### config.mk
export PLATFORM = sky130hd
export DESIGN_NAME = rgb_gray_stream
export DESIGN_NICKNAME = d
export VERILOG_FILES = /design/src/rtl/img_pkg.sv /design/src/rtl/raster_counter.sv /design/src/rtl/rgb_gray_stream.sv
export SDC_FILE = /design/constraint.sdc
export NUM_CORES = 1
export LEC_CHECK = 0
export ABC_AREA = 1
export CAP_MARGIN = 20
export CORE_MARGIN = 2
export CORE_UTILIZATION = 40
export CTS_BUF_LIST = sky130_fd_sc_hd__clkbuf_8
export CTS_CLUSTER_SIZE = 8
export DETAILED_ROUTE_END_ITERATION = 12
export DONT_BUFFER_PORTS = 1
export PLACE_DENSITY = 0.56
export SYNTH_ARGS = -nofsm -noshare
export SYNTH_HDL_FRONTEND = slang
export SYNTH_SLANG_ARGS = --single-unit
### constraint.sdc
create_clock -name clk -period 3 [get_ports clk]
set_input_delay 0.6 -clock clk [delete_from_list [all_inputs] [get_ports clk]]
set_output_delay 0.6 -clock clk [all_outputs]
set_load 0.005 [all_outputs]
### src/rtl/img_pkg.sv
// Shared image-pipeline definitions: luma coefficients and the pixel tag
// that travels with every beat between reader, grayscale and writer stages.
package img_pkg;

    localparam int KR    = 77;
    localparam int KG    = 150;
    localparam int KB    = 29;
    localparam int ROUND = 128;

    localparam int TAG_W = 16;

    typedef struct packed {
        logic [TAG_W-1:0] col;
        logic [TAG_W-1:0] row;
        logic             sof;
        logic             eol;
        logic             eof;
    } pix_tag_t;

endpackage

### src/rtl/raster_counter.sv
// Raster-order column/row counter with frame tags; force_origin retags the
// current beat as (0,0) and restarts counting after it.
module raster_counter #(
    parameter int WIDTH  = 768,
    parameter int HEIGHT = 512,
    parameter int CW     = (WIDTH > 1) ? $clog2(WIDTH) : 1,
    parameter int RW     = (HEIGHT > 1) ? $clog2(HEIGHT) : 1
) (
    input  logic          clk,
    input  logic          rst,
    input  logic          advance,
    input  logic          force_origin,
    output logic [CW-1:0] col,
    output logic [RW-1:0] row,
    output logic          sof,
    output logic          eol,
    output logic          eof,
    output logic          at_origin
);

    localparam logic [CW-1:0] COL_LAST = CW'(WIDTH - 1);
    localparam logic [RW-1:0] ROW_LAST = RW'(HEIGHT - 1);

    logic [CW-1:0] r_col;
    logic [RW-1:0] r_row;
    logic          w_row_last;

    assign col        = force_origin ? '0 : r_col;
    assign row        = force_origin ? '0 : r_row;
    assign w_row_last = (row == ROW_LAST);
    assign eol        = (col == COL_LAST);
    assign eof        = eol && w_row_last;
    assign sof        = (col == '0) && (row == '0);
    assign at_origin  = (r_col == '0) && (r_row == '0);

    // Next position is derived from the effective (possibly forced) tag
    always_ff @(posedge clk) begin
        if (rst) begin
            r_col <= '0;
            r_row <= '0;
        end else if (advance) begin
            if (eol) begin
                r_col <= '0;
                r_row <= w_row_last ? '0 : row + RW'(1);
            end else begin
                r_col <= col + CW'(1);
                r_row <= row;
            end
        end
    end

endmodule

### src/rtl/rgb_gray_stream.sv
// RGB to 8-bit luma streaming stage: input register, product stage and
// rounding-sum stage, all stalled together by downstream backpressure.
module rgb_gray_stream
    import img_pkg::*;
#(
    parameter int WIDTH  = 768,
    parameter int HEIGHT = 512,
    parameter int DW     = 8,
    parameter int CW     = (WIDTH > 1) ? $clog2(WIDTH) : 1,
    parameter int RW     = (HEIGHT > 1) ? $clog2(HEIGHT) : 1
) (
    input  logic          clk,
    input  logic          rst,
    input  logic          s_valid,
    output logic          s_ready,
    input  logic [DW-1:0] s_r,
    input  logic [DW-1:0] s_g,
    input  logic [DW-1:0] s_b,
    input  logic          s_sof,
    output logic          m_valid,
    input  logic          m_ready,
    output logic [DW-1:0] m_gray,
    output logic [CW-1:0] m_col,
    output logic [RW-1:0] m_row,
    output logic          m_sof,
    output logic          m_eol,
    output logic          m_eof,
    output logic          frame_done,
    output logic          resync_err
);

    localparam int PW = 2 * DW;

    logic          w_en;
    logic          w_acc;
    logic [CW-1:0] w_col;
    logic [RW-1:0] w_row;
    logic          w_sof;
    logic          w_eol;
    logic          w_eof;
    logic          w_at_origin;
    pix_tag_t      w_tag;
    logic [PW-1:0] w_sum;
    logic          w_unused;

    logic          r_v0;
    logic          r_v1;
    logic          r_v2;
    pix_tag_t      r_tag0;
    pix_tag_t      r_tag1;
    pix_tag_t      r_tag2;
    logic [DW-1:0] r_r;
    logic [DW-1:0] r_g;
    logic [DW-1:0] r_b;
    logic [PW-1:0] r_pr;
    logic [PW-1:0] r_pg;
    logic [PW-1:0] r_pb;
    logic [DW-1:0] r_gray;
    logic          r_done;

    assign w_en    = !r_v2 || m_ready;
    assign s_ready = w_en;
    assign w_acc   = s_valid && w_en;

    raster_counter #(
        .WIDTH (WIDTH),
        .HEIGHT(HEIGHT),
        .CW    (CW),
        .RW    (RW)
    ) u_cnt (
        .clk         (clk),
        .rst         (rst),
        .advance     (w_acc),
        .force_origin(s_sof),
        .col         (w_col),
        .row         (w_row),
        .sof         (w_sof),
        .eol         (w_eol),
        .eof         (w_eof),
        .at_origin   (w_at_origin)
    );

    assign resync_err = w_acc && s_sof && !w_at_origin;

    always_comb begin
        w_tag     = '0;
        w_tag.col = TAG_W'(w_col);
        w_tag.row = TAG_W'(w_row);
        w_tag.sof = w_sof;
        w_tag.eol = w_eol;
        w_tag.eof = w_eof;
    end

    // Coefficients sum to 256, so the rounded sum never exceeds 16 bits
    assign w_sum = r_pr + r_pg + r_pb + PW'(ROUND);

    always_ff @(posedge clk) begin
        if (rst) begin
            r_v0   <= 1'b0;
            r_v1   <= 1'b0;
            r_v2   <= 1'b0;
            r_tag0 <= '0;
            r_tag1 <= '0;
            r_tag2 <= '0;
            r_r    <= '0;
            r_g    <= '0;
            r_b    <= '0;
            r_pr   <= '0;
            r_pg   <= '0;
            r_pb   <= '0;
            r_gray <= '0;
        end else if (w_en) begin
            r_v0   <= s_valid;
            r_tag0 <= w_tag;
            r_r    <= s_r;
            r_g    <= s_g;
            r_b    <= s_b;
            r_v1   <= r_v0;
            r_tag1 <= r_tag0;
            r_pr   <= PW'(KR) * PW'(r_r);
            r_pg   <= PW'(KG) * PW'(r_g);
            r_pb   <= PW'(KB) * PW'(r_b);
            r_v2   <= r_v1;
            r_tag2 <= r_tag1;
            r_gray <= w_sum[PW-1:DW];
        end
    end

    always_ff @(posedge clk) begin
        if (rst) begin
            r_done <= 1'b0;
        end else begin
            r_done <= r_v2 && m_ready && r_tag2.eof;
        end
    end

    assign m_valid    = r_v2;
    assign m_gray     = r_gray;
    assign m_col      = r_tag2.col[CW-1:0];
    assign m_row      = r_tag2.row[RW-1:0];
    assign m_sof      = r_tag2.sof;
    assign m_eol      = r_tag2.eol;
    assign m_eof      = r_tag2.eof;
    assign frame_done = r_done;
    assign w_unused   = ^{r_tag2.col, r_tag2.row};

endmodule
==> results_dict.tcl <==
set metrics [dict create \
    vias 8971 \
    syn_area_sq_mm 0.0106 \
    max_slew.worst_pin.slew_ns 0.627 \
    status "finished clean" \
    numCtsBuffers 17 \
    utilization 0.470 \
    synth_cell_types 36 \
    crit_fanout 4 \
    drc 0 \
    layout_common_cells "230 x inv_1, 199 x nand2_1, 178 x nor2_1" \
    fmax_mhz 342 \
    p_seq_frac 0.353 \
    synthToLayoutAreaGrowth_pct 15.1 \
    ir_drop_uv 329 \
    num_rows 59 \
    ff2ff_setup_slack_ns 0.08 \
    pwr-share-comb 0.406 \
    via_per_inst 4.93 \
    drt_wl_total_mm 25.0 \
    core-area_sq_mm 0.0261 \
    netlist_instances 1449 \
    wl_per_cell_microns 13.8 \
    async_reset_ff_frac 0 \
    finalSetupViolCount 0 \
    synth_nets 1646 \
    ys_seq_area_frac 0.309 \
    worstSetupPathType "reg -> reg" \
    grt_pass1_vias 8580 \
    cts_sinks 164 \
    skew_ns 0.0227 \
    relSlewSlack 0.582 \
    initial_core_util 0.408 \
    ant_nets 0 \
    die_h_microns 167 \
    netlist.area_leader.share 0.309 \
    grt_overflow 0 \
    path_clk_slew_ns 0.11 \
    grt_max_degree 164 \
    cp_data_arrival_time_ns 3.29 \
    syn_area_per_cell_sq_um 7.34 \
    endpoint_kind "flip-flop" \
    postCtsHoldBufs 0 \
    hold_slack_ns 0.192 \
    synth_edf_count 0 \
    io_buffers 0 \
    drt_iter0_drc 364 \
    power_frac_clock 0.241 \
    power_switching_w 0.00285 \
    hold_viol 0 \
    clk_latency_ns 0.47 \
    dieArea_sq_mm 0.0279 \
    synth_ff_type "dfxtp_1" \
    tritoncts "yes" \
    stdcell_area_sq_mm 0.0122 \
    first_pass_iters 5 \
    synth.area.top_cells "dfxtp_1 31%, ha_1 15%, inv_1 8.6%, nand2_1 7.6%, fa_1 7.2%" \
    die_w_microns 167 \
    antenna_found_initial 0 \
    grt_pass1_wl_mm 41.6 \
    p_int_w 0.00422 \
    swShare 0.403 \
    root_buffer "clkbuf_8" \
    grt_usage 0.179 \
    ys_seq_elements 164 \
    instances_no_fill 1818 \
    total_power_w 0.00707 \
    place_area_sq_mm 0.0113 \
    finalNetCount 1667 \
    clock_path_buffers 2 \
    final_common_cell "inv_1" \
    p_leak_nw 5.99 \
    drive_gt1_frac 0.129 \
    synth_area_leader_cell "dfxtp_1" \
    place.gp.congestion 0.894 \
    slew_violations 0 \
    min_path_type "in -> reg" \
    io_pins 63 \
    period_share 0.975 \
    dp_cells 1784 \
    power_density_mw_per_mm2 577 \
    antenna_cells 0 \
    yosys_warnings 0 \
    worstPathRequired_ns 3.36 \
    rsz0062_at_grt "true" \
    dp_hpwl_mm 18.1 \
    timing.final.crit_period_ns 2.92 \
    cp-start-kind "flip-flop" \
    htreeDepth 4 \
    maxCapViolations 0 \
]
## state kept, by name, indices dropped and copies added, names as in the netlist
name,cells
m_col,10
r_g,8
m_gray,8
m_eol,1
r_pg,15
r_tag1,22
frame_done,1
m_sof,1
r_tag0,22
r_v1,1
r_r,8
m_row,9
r_b,8
r_v0,1
u_cnt.r_row,9
r_pb,13
r_pr,15
m_valid,1
u_cnt.r_col,10
m_eof,1
## path summary, 6_finish.rpt
| path | from | end | cells past startpoint |
|---|---|---|---|
| hold reg to reg | r_v1 | r_v1 | 2 |
| setup / recovery | r_r[4] | r_pr[12] | 15 |
| hold / removal | rst | u_cnt.r_col[0] | 1 |
| setup reg to reg | r_r[4] | r_pr[12] | 15 |
## cell usage after synthesis, types with 16 or more instances
cell type    n
a21oi_1    101
inv_1      245
ha_1       130
xor2_1      16
fa_1        38
dfxtp_1    164
nand3_1     74
o21bai_1    16
nor2_1     181
o21ai_0    148
clkbuf_1    33
nand2_1    214
## routing by layer
metal / vias up / part of all wire / track usage / wire length [microns]
met1: 4146 / 0.47 / 0.232 / 11600
li1: 4684 / - / - / -
met3: 27 / 0.032 / 0.0328 / 789
met2: 114 / 0.48 / 0.307 / 12100
met5: - / 0 / 0 / 0
met4: 0 / 0.018 / 0.0499 / 456
## power groups by stage
stage	sequential (W)	combinational [W]	clock (W)
floorplan	0.00250	0.00190	0
global placement	0.00254	0.00253	0
detailed placement	0.00254	0.00257	0
CTS	0.00249	0.00266	0.00177
global route	0.00252	0.00332	0.00186
finish	0.00249	0.00287	0.00170
## timing repair
| item | in CTS | in global routing |
|---|---|---|
| pin swaps | 6 | 60 |
| endpoints found under the setup margin | 20 | 23 |
| resized for setup | 21 | 83 |
| buffers inserted | 0 | 2 |
| hold endpoints to repair | 0 | 0 |
## cells by family (layout without fill, tap and decap cells)
| group | after synthesis | count (layout) | synth area share |
|---|---|---|---|
| AO/OA/AOI/OAI | 285 | 285 | 0.142 |
| flip-flops | 164 | 164 | 0.309 |
| buffers and inverters | 302 | 336 | 0.110 |
| adder cells (fa/ha/maj) | 168 | 168 | 0.224 |
| AND/OR/NAND/NOR | 506 | 506 | 0.196 |
| XOR/XNOR | 24 | 24 | 0.0198 |
## layout make-up
cell class / instances / area (sq um)
Fill cell: 2621 / 13800
Clock buffer: 17 / 234
Clock inverter: 15 / 199
Sequential cell: 164 / 3300
Tap cell: 335 / 419
Multi-Input combinational cell: 983 / 6690
Inverter: 248 / 941
Timing Repair Buffer: 56 / 458
## critical path, cell delays in order (launching register included)
cell	delay [ns]
dfxtp_4	0.38
ha_4	0.22
ha_4	0.26
inv_2	0.03
fa_1	0.46
fa_1	0.50
inv_2	0.04
ha_4	0.24
nand2_2	0.08
nand2_2	0.08
o21ai_2	0.15
nand3_2	0.10
nand2_1	0.07
nand3_1	0.06
nand2_1	0.09
inv_1	0.04
## per-stage QoR
step / setup TNS [ns] / setup slack (ns)
6_report: 0 / 0.0751
5_1_grt: -0.713 / -0.107
4_1_cts: 0 / 0.00123
3_5_place_dp: -1.47 / -0.155
3_3_place_gp: -0.657 / -0.104
2_1_floorplan: -0.00480 / -0.00480
Note: power is estimated with default switching activity, not from simulation.
